==> config.mk <==
export PLATFORM = sky130hd
export DESIGN_NAME = fetch_decode
export DESIGN_NICKNAME = d
export VERILOG_FILES = /design/src/rtl/core_pkg.sv /design/src/rtl/fetch_decode_regfile_2r1w.sv /design/src/rtl/fetch_decode.sv
export SDC_FILE = /design/constraint.sdc
export NUM_CORES = 2
export LEC_CHECK = 0
export ABC_AREA = 0
export BUFFER_PORTS_ARGS = -buffer_cell sky130_fd_sc_hd__buf_2
export CAP_MARGIN = 20
export CORE_MARGIN = 8
export CORE_UTILIZATION = 60
export CTS_CLUSTER_SIZE = 10
export DETAILED_ROUTE_END_ITERATION = 10
export GPL_ROUTABILITY_DRIVEN = 0
export GPL_TIMING_DRIVEN = 0
export PLACE_DENSITY_LB_ADDON = 0.12
export RECOVER_POWER = 25
export SETUP_SLACK_MARGIN = 0.4
export SLEW_MARGIN = 20
export SYNTH_ARGS = -nofsm -noshare
export SYNTH_HDL_FRONTEND = slang
export SYNTH_HIERARCHICAL = 1
export SYNTH_SLANG_ARGS = --single-unit
==> constraint.sdc <==
create_clock -name clk -period 3.84 [get_ports clk]
set_input_delay 0.768 -clock clk [delete_from_list [all_inputs] [get_ports clk]]
set_output_delay 0.768 -clock clk [all_outputs]
set_load 0.03 [all_outputs]
==> src/rtl/core_pkg.sv <==
// Shared core definitions: instruction opcodes, field positions, front-end state
// encoding and source register-file selection for the fetch/decode stage.
package core_pkg;

  localparam int unsigned XLEN  = 32;
  localparam int unsigned OP_W  = 6;
  localparam int unsigned REG_W = 5;
  localparam int unsigned OFF_W = 16;
  localparam int unsigned NREG  = 32;

  // Instruction field positions
  localparam int unsigned OP_MSB  = 31;
  localparam int unsigned OP_LSB  = 26;
  localparam int unsigned RD_MSB  = 25;
  localparam int unsigned RD_LSB  = 21;
  localparam int unsigned RS_MSB  = 20;
  localparam int unsigned RS_LSB  = 16;
  localparam int unsigned RT_MSB  = 15;
  localparam int unsigned RT_LSB  = 11;
  localparam int unsigned OFF_MSB = 15;
  localparam int unsigned OFF_LSB = 0;

  // Opcodes shared with the execute stage
  localparam logic [OP_W-1:0] OP_ADD  = 6'd0;
  localparam logic [OP_W-1:0] OP_SUB  = 6'd1;
  localparam logic [OP_W-1:0] OP_AND  = 6'd2;
  localparam logic [OP_W-1:0] OP_OR   = 6'd3;
  localparam logic [OP_W-1:0] OP_SLL  = 6'd4;
  localparam logic [OP_W-1:0] OP_SRL  = 6'd5;
  localparam logic [OP_W-1:0] OP_ADDI = 6'd6;
  localparam logic [OP_W-1:0] OP_SLT  = 6'd7;
  localparam logic [OP_W-1:0] OP_BEQ  = 6'd8;
  localparam logic [OP_W-1:0] OP_BNE  = 6'd9;
  localparam logic [OP_W-1:0] OP_J    = 6'd10;
  localparam logic [OP_W-1:0] OP_JAL  = 6'd11;
  localparam logic [OP_W-1:0] OP_JALR = 6'd12;
  localparam logic [OP_W-1:0] OP_LW   = 6'd13;
  localparam logic [OP_W-1:0] OP_SW   = 6'd14;
  localparam logic [OP_W-1:0] OP_FLW  = 6'd15;
  localparam logic [OP_W-1:0] OP_FSW  = 6'd16;
  localparam logic [OP_W-1:0] OP_FADD = 6'd17;
  localparam logic [OP_W-1:0] OP_FSUB = 6'd18;
  localparam logic [OP_W-1:0] OP_FMUL = 6'd19;
  localparam logic [OP_W-1:0] OP_FDIV = 6'd20;
  localparam logic [OP_W-1:0] OP_FEQ  = 6'd21;
  localparam logic [OP_W-1:0] OP_FLT  = 6'd22;
  localparam logic [OP_W-1:0] OP_FBEQ = 6'd23;
  localparam logic [OP_W-1:0] OP_FBNE = 6'd24;
  localparam logic [OP_W-1:0] OP_FTOI = 6'd25;
  localparam logic [OP_W-1:0] OP_ITOF = 6'd26;

  typedef enum logic [1:0] {
    FETCH  = 2'd0,
    REPLAY = 2'd1,
    RUN    = 2'd2
  } fd_state_e;

  // Write-back request into one register file
  typedef struct packed {
    logic             we;
    logic [REG_W-1:0] addr;
    logic [XLEN-1:0]  data;
  } wb_t;

  // Float arithmetic, compares, float branches and FTOI read source 1 from the float file
  function automatic logic src1_fmode(input logic [OP_W-1:0] op);
    logic f;
    f = 1'b0;
    case (op)
      OP_FADD, OP_FSUB, OP_FMUL, OP_FDIV,
      OP_FEQ, OP_FLT, OP_FBEQ, OP_FBNE,
      OP_FTOI: f = 1'b1;
      default: f = 1'b0;
    endcase
    return f;
  endfunction

  // Only two-operand float ops read source 2 from the float file; memory data stays int
  function automatic logic src2_fmode(input logic [OP_W-1:0] op);
    logic f;
    f = 1'b0;
    case (op)
      OP_FADD, OP_FSUB, OP_FMUL, OP_FDIV,
      OP_FEQ, OP_FLT, OP_FBEQ, OP_FBNE: f = 1'b1;
      default: f = 1'b0;
    endcase
    return f;
  endfunction

endpackage

==> src/rtl/fetch_decode_regfile_2r1w.sv <==
// 32x32 register file with two combinational read ports, one write port and
// write-through bypass; ZERO_R0 makes entry 0 a hard zero.
module regfile_2r1w
  import core_pkg::*;
#(
  parameter bit ZERO_R0 = 1'b0
) (
  input  logic             clk,
  input  logic             rstn,
  input  wb_t              wb,
  input  logic [REG_W-1:0] raddr1,
  input  logic [REG_W-1:0] raddr2,
  output logic [XLEN-1:0]  rdata1,
  output logic [XLEN-1:0]  rdata2
);

  logic [XLEN-1:0] regs [NREG];
  logic            wr_ok_c;

  // Writes to a hard-zero r0 are dropped, which also keeps them out of the bypass
  assign wr_ok_c = wb.we && !(ZERO_R0 && (wb.addr == '0));

  always_ff @(posedge clk or negedge rstn) begin
    if (!rstn) begin
      for (int unsigned i = 0; i < NREG; i++) begin
        regs[i] <= '0;
      end
    end else if (wr_ok_c) begin
      regs[wb.addr] <= wb.data;
    end
  end

  always_comb begin
    rdata1 = regs[raddr1];
    rdata2 = regs[raddr2];
    if (wr_ok_c && (wb.addr == raddr1)) rdata1 = wb.data;
    if (wr_ok_c && (wb.addr == raddr2)) rdata2 = wb.data;
  end

endmodule

==> src/rtl/fetch_decode.sv <==
// Fetch/decode front end: PC and replay FSM, instruction field split, int/float
// operand read. Optional issue counter enabled by FETCH_DECODE_COUNT_EN.
module fetch_decode
  import core_pkg::*;
#(
  parameter int unsigned IMEM_AW = 14
) (
  input  logic                clk,
  input  logic                rstn,
  output logic [IMEM_AW-1:0]  imem_addr,
  input  logic [XLEN-1:0]     imem_rdata,
  output logic                enable,
  output logic [OP_W-1:0]     opecode,
  output logic [REG_W-1:0]    rd_no,
  output logic [REG_W-1:0]    rs_no,
  output logic [REG_W-1:0]    rt_no,
  output logic [OFF_W-1:0]    offset,
  output logic [XLEN-1:0]     pc,
  output logic [XLEN-1:0]     rs,
  output logic [XLEN-1:0]     rt,
  output logic                fmode1,
  output logic                fmode2,
  input  logic                stop,
  input  logic                pcenable,
  input  logic [XLEN-1:0]     next_pc,
  input  logic                wenable,
  input  logic                wfmode,
  input  logic [REG_W-1:0]    wreg,
  input  logic [XLEN-1:0]     wdata,
  output logic [XLEN-1:0]     inst_count
);

  fd_state_e       state, state_next;
  logic [XLEN-1:0] pc_next;
  logic            redirect_c;
  logic            advance_c;

  // State, PC and enable register
  always_ff @(posedge clk or negedge rstn) begin
    if (!rstn) begin
      state  <= FETCH;
      pc     <= '0;
      enable <= 1'b0;
    end else begin
      state  <= state_next;
      pc     <= pc_next;
      enable <= (state_next != FETCH);
    end
  end

  // Next state / next PC; a taken redirect overrides stop and forces a replay slot
  always_comb begin
    state_next = state;
    pc_next    = pc;
    redirect_c = 1'b0;
    advance_c  = 1'b0;
    case (state)
      FETCH:  state_next = REPLAY;
      REPLAY: state_next = RUN;
      RUN: begin
        state_next = RUN;
        if (!stop) begin
          advance_c = 1'b1;
          pc_next   = pc + 32'd4;
        end
      end
      default: state_next = FETCH;
    endcase
    if ((state != FETCH) && pcenable && (next_pc != pc)) begin
      redirect_c = 1'b1;
      advance_c  = 1'b0;
      state_next = REPLAY;
      pc_next    = next_pc;
    end
  end

  // Synchronous memory is addressed with the PC of next cycle's presented word
  assign imem_addr = pc_next[IMEM_AW+1:2];

  assign opecode = imem_rdata[OP_MSB:OP_LSB];
  assign rd_no   = imem_rdata[RD_MSB:RD_LSB];
  assign rs_no   = imem_rdata[RS_MSB:RS_LSB];
  assign rt_no   = imem_rdata[RT_MSB:RT_LSB];
  assign offset  = imem_rdata[OFF_MSB:OFF_LSB];

  assign fmode1 = src1_fmode(opecode);
  assign fmode2 = src2_fmode(opecode);

  wb_t             int_wb, flt_wb;
  logic [XLEN-1:0] int_rs, int_rt, flt_rs, flt_rt;

  assign int_wb = '{we: wenable && !wfmode, addr: wreg, data: wdata};
  assign flt_wb = '{we: wenable &&  wfmode, addr: wreg, data: wdata};

  regfile_2r1w #(.ZERO_R0(1'b1)) u_int_rf (
    .clk    (clk),
    .rstn   (rstn),
    .wb     (int_wb),
    .raddr1 (rs_no),
    .raddr2 (rt_no),
    .rdata1 (int_rs),
    .rdata2 (int_rt)
  );

  regfile_2r1w #(.ZERO_R0(1'b0)) u_flt_rf (
    .clk    (clk),
    .rstn   (rstn),
    .wb     (flt_wb),
    .raddr1 (rs_no),
    .raddr2 (rt_no),
    .rdata1 (flt_rs),
    .rdata2 (flt_rt)
  );

  assign rs = fmode1 ? flt_rs : int_rs;
  assign rt = fmode2 ? flt_rt : int_rt;

`ifdef FETCH_DECODE_COUNT_EN
  // Counts instructions actually issued to execute; wraps naturally
  always_ff @(posedge clk or negedge rstn) begin
    if (!rstn) begin
      inst_count <= '0;
    end else if (advance_c) begin
      inst_count <= inst_count + 32'd1;
    end
  end
`else
  assign inst_count = '0;
`endif

endmodule

==> metrics.log <==
[metrics] largest area contributor in the netlist: dfrtp_1
[metrics] proportion of synthesized chip area in sequential cells: 46.3%
[metrics] count of flip-flops with a built-in enable after synthesis: 0
[metrics] signal arrival time at the worst endpoint: 3.29 ns
[metrics] number of DRC violations after detailed routing: 0
[metrics] overall routing resource usage: 43.3%
[metrics] layout-stage area growth over the synthesis result: 22.5%
[metrics] Slew Viols, Final: 319
[metrics] crit-path max FO: 10
[metrics] worst hold start: next_pc[31]
[metrics] number of antenna violations at the first check in global routing: 34
[metrics] via count of the first global-routing pass: 82700
[metrics] ratio of cells with drive above 1 in the final layout: 61.1%
[metrics] ratio of total power to cell area: 458 nW/um2
[metrics] flops & latches, synth: 2083
[metrics] H-tree depth reported by CTS: 4
[metrics] number of max-cap violations: 3
[metrics] final hold slack: 0.176 ns
[metrics] CTS tree: yes
[metrics] classification of the worst-slack hold path: in -> reg
[metrics] ports placed on the boundary: 289
[metrics] top library cells by usage in the layout, fill and taps aside: dfrtp_1, mux2_2, mux4_2
[metrics] Register Area: 52100 um2
[metrics] placed cell area: 118000 um2
[metrics] Worst Setup EP: rs[14]
[metrics] terminus of the critical flop-to-flop path: pc[27]
[metrics] mean cell area of the mapped netlist: 15.2 um2
[metrics] antenna violation net count after detailed routing: 0
[metrics] cell row count: 159
[metrics] crit path time final: 4.06 ns
[metrics] post-route cell area: 138000 um2
[metrics] Die ar.: 202000 um2
[metrics] worst relative slew slack: -26.6%
[metrics] global-route wire length before repair: 625000 um
[metrics] clock latency reported for the late side of the worst-skew pair: 0.86 ns
[metrics] Peak supply drop: 0.415 mV
[metrics] Worst-Margin Slew: 1.90 ns
[metrics] start of the worst register-to-register path: pc[2]
[metrics] average wire per standard cell: 42.4 um
[metrics] setup violation total in the final timing report: 77
[metrics] wirelength, routed: 455000 um
[metrics] RSZ-0062 raised after global routing: true
[metrics] Hold Violations, Final: 0
[metrics] synth warn: 6
[metrics] final layout net count: 8286
[metrics] total leakage power: 0.0608 uW
[metrics] Syn Inst Count: 7403
[metrics] sort of element at the end of the critical path: output port
[metrics] GRT overflow: 0
[metrics] PortBufs: 231
[metrics] average vias per placed instance: 7.66
[metrics] buffer cell driving the clock tree root: clkbuf_16
[metrics] placed cells: 10200
[metrics] die outline height: 449 um
[metrics] largest net degree at the start of global routing: 147
[metrics] Filler Cells Inserted: 11300
[metrics] length in cells of the worst reg-to-reg path: 9
[metrics] result of the run: finished with violations
[metrics] number of distinct library cells after synthesis: 64
[metrics] launch point of the critical path: wfmode
[metrics] Inserted Clock Buffers: 231
[metrics] final critical-path setup slack: -0.220 ns
[metrics] clock transition at the register clock pins on the worst setup and hold paths after CTS: 0.06 ns
[metrics] critical path launch point type: input port
[metrics] leading cell type in the layout, fill and taps excluded: dfrtp_1
[metrics] Worst EP required: 3.07 ns
[metrics] via total after detailed routing: 82300
[metrics] post-synthesis async set-or-reset flop share: 100%
[metrics] Final Instance Count excl. Fillers: 10700
[metrics] placeable core region: 187000 um2
[metrics] Horiz. Die Dim: 449 um
[metrics] violations in the final reports: max-capacitance violations, max-slew violations, negative setup slack
[metrics] startpoint-to-endpoint class of the critical path: in -> out
[metrics] clock tree sinks: 2083
[metrics] TritonRoute pass-1 iters: 9
[metrics] worst-case clock skew: 0.0148 ns
[metrics] maximum clock frequency: 246 MHz
[metrics] largest cells by area after synthesis: dfrtp_1, mux2_2, mux4_2
[metrics] netlist area before placement: 113000 um2
[metrics] 1st-iter DRT viols: 11900
[metrics] multi-input gate area in the final layout: 61100 um2
[metrics] dominant synthesized flop cell: dfrtp_1
[metrics] starting density of the core: 60.2%
[metrics] maximum root-to-sink buffer count: 3
[metrics] reg-to-reg slack, setup: 1.38 ns
[metrics] post-route fraction of the period consumed by the critical path: 106%
[metrics] post-DP HPWL: 305000 um
[metrics] Yosys top cell area share: 46.3%
==> how the worst min path moves through the flow <==
stage                          endpoint  cells after the start  slack, ns
detailed placement  u_int_rf/regs[1023]                      1       0.46
floorplan           u_int_rf/regs[1000]                      1       0.44
global route                     pc[30]                      2       0.15
global placement    u_int_rf/regs[1009]                      1       0.45
finish                           pc[31]                      2       0.18
CTS                              pc[31]                      2       0.13
==> metal layers <==
metal	up-vias	track usage [%]	wire, um
li1	30300	-	-
met1	42600	51.6	147000
met2	6996	62.3	194000
met3	2468	16.9	62000
met4	22	35.2	51900
met5	-	0.355	146
==> where the power goes <==
group	internal [uW]	leakage (uW)	total, uW	switching (uW)
Combinational	8180	0.0301	16000	7810
Sequential	25000	0.0276	27500	2480
Clock	10800	0.00301	19700	8820
==> what timing repair did <==
| action | in CTS | in global routing |
|---|---|---|
| buffers inserted | 102 | 78 |
| pin swaps | 167 | 143 |
| resized for setup | 1847 | 454 |
| endpoints found under the setup margin | 78 | 476 |
| hold buffers | 1 | 0 |
| endpoints found under the hold margin | 73 | 0 |
| cloned | 57 | 23 |
==> through the flow <==
step           total power [uW]  TNS, ns  worst slack, ns  util (%)
2_1_floorplan             35700        0            0.431         -
3_3_place_gp              39700        -           -44.13      62.5
3_5_place_dp              40200   -76.14            -1.47      62.8
4_1_cts                   61800   -0.879          -0.0687      71.9
5_1_grt                   64700    -7.13           -0.134      73.7
6_report                  63100    -8.18           -0.220      73.7
==> critical path, cell delays in order <==
cell	delay, ns
buf_6	0.09
and2_0	0.60
and2_1	0.22
clkbuf_1	0.28
clkbuf_2	0.52
nand3_1	0.24
o31ai_4	0.14
mux2_4	0.27
buf_6	0.15
==> flip-flops by register name (all words and copies together), names as in the netlist <==
signal / count
enable: 1
pc: 32
state: 2
u_flt_rf/regs: 1024
u_int_rf/regs: 1024
==> cell families (layout without fill, tap and decap cells) <==
group / count (synthesis) / after routing / synth area share (%)
other: 1 / 51 / 0.00333
XOR/XNOR: 81 / 81 / 0.630
multiplexers: 3248 / 3248 / 42.7
AO/OA/AOI/OAI: 605 / 605 / 3.66
buffers and inverters: 924 / 1719 / 4.37
AND/OR/NAND/NOR: 458 / 458 / 2.37
flip-flops: 2083 / 2083 / 46.3
adder cells (fa/ha/maj): 3 / 3 / 0.0333
==> layout make-up <==
class / count / area share [%]
Multi-Input combinational cell: 4427 / 44.3
Sequential cell: 2083 / 37.8
Buffer: 914 / 6.59
Timing Repair Buffer: 509 / 4.51
Clock buffer: 273 / 4.36
Tap cell: 2495 / 2.26
Clock inverter: 13 / 0.117
Antenna cell: 19 / 0.0345
Inverter: 10 / 0.0272
==> synthesized netlist by cell type, types with 3 or more instances <==
master	instances
a211o_1	63
a211oi_1	63
and2_0	3
and2_1	7
and3_1	7
and3b_1	4
and4_1	5
buf_1	55
buf_2	261
buf_4	150
buf_6	74
clkbuf_1	371
dfrtp_1	2083
ha_1	3
inv_1	10
mux2_1	8
mux2_2	2139
mux2_4	11
mux2i_1	67
mux4_2	1023
nand2_1	72
nand2b_1	9
nand3_1	83
nand3b_1	18
nand4_1	6
nor2_1	40
nor2_2	4
nor2b_1	71
nor3_1	6
nor3b_1	8
nor3b_2	3
nor4_1	78
o21ai_0	23
o22ai_1	376
o31ai_1	65
or2_2	3
or3_1	4
or3b_2	12
xnor2_1	24
xor2_1	57
No activity file was read; power rests on OpenSTA's default activity.
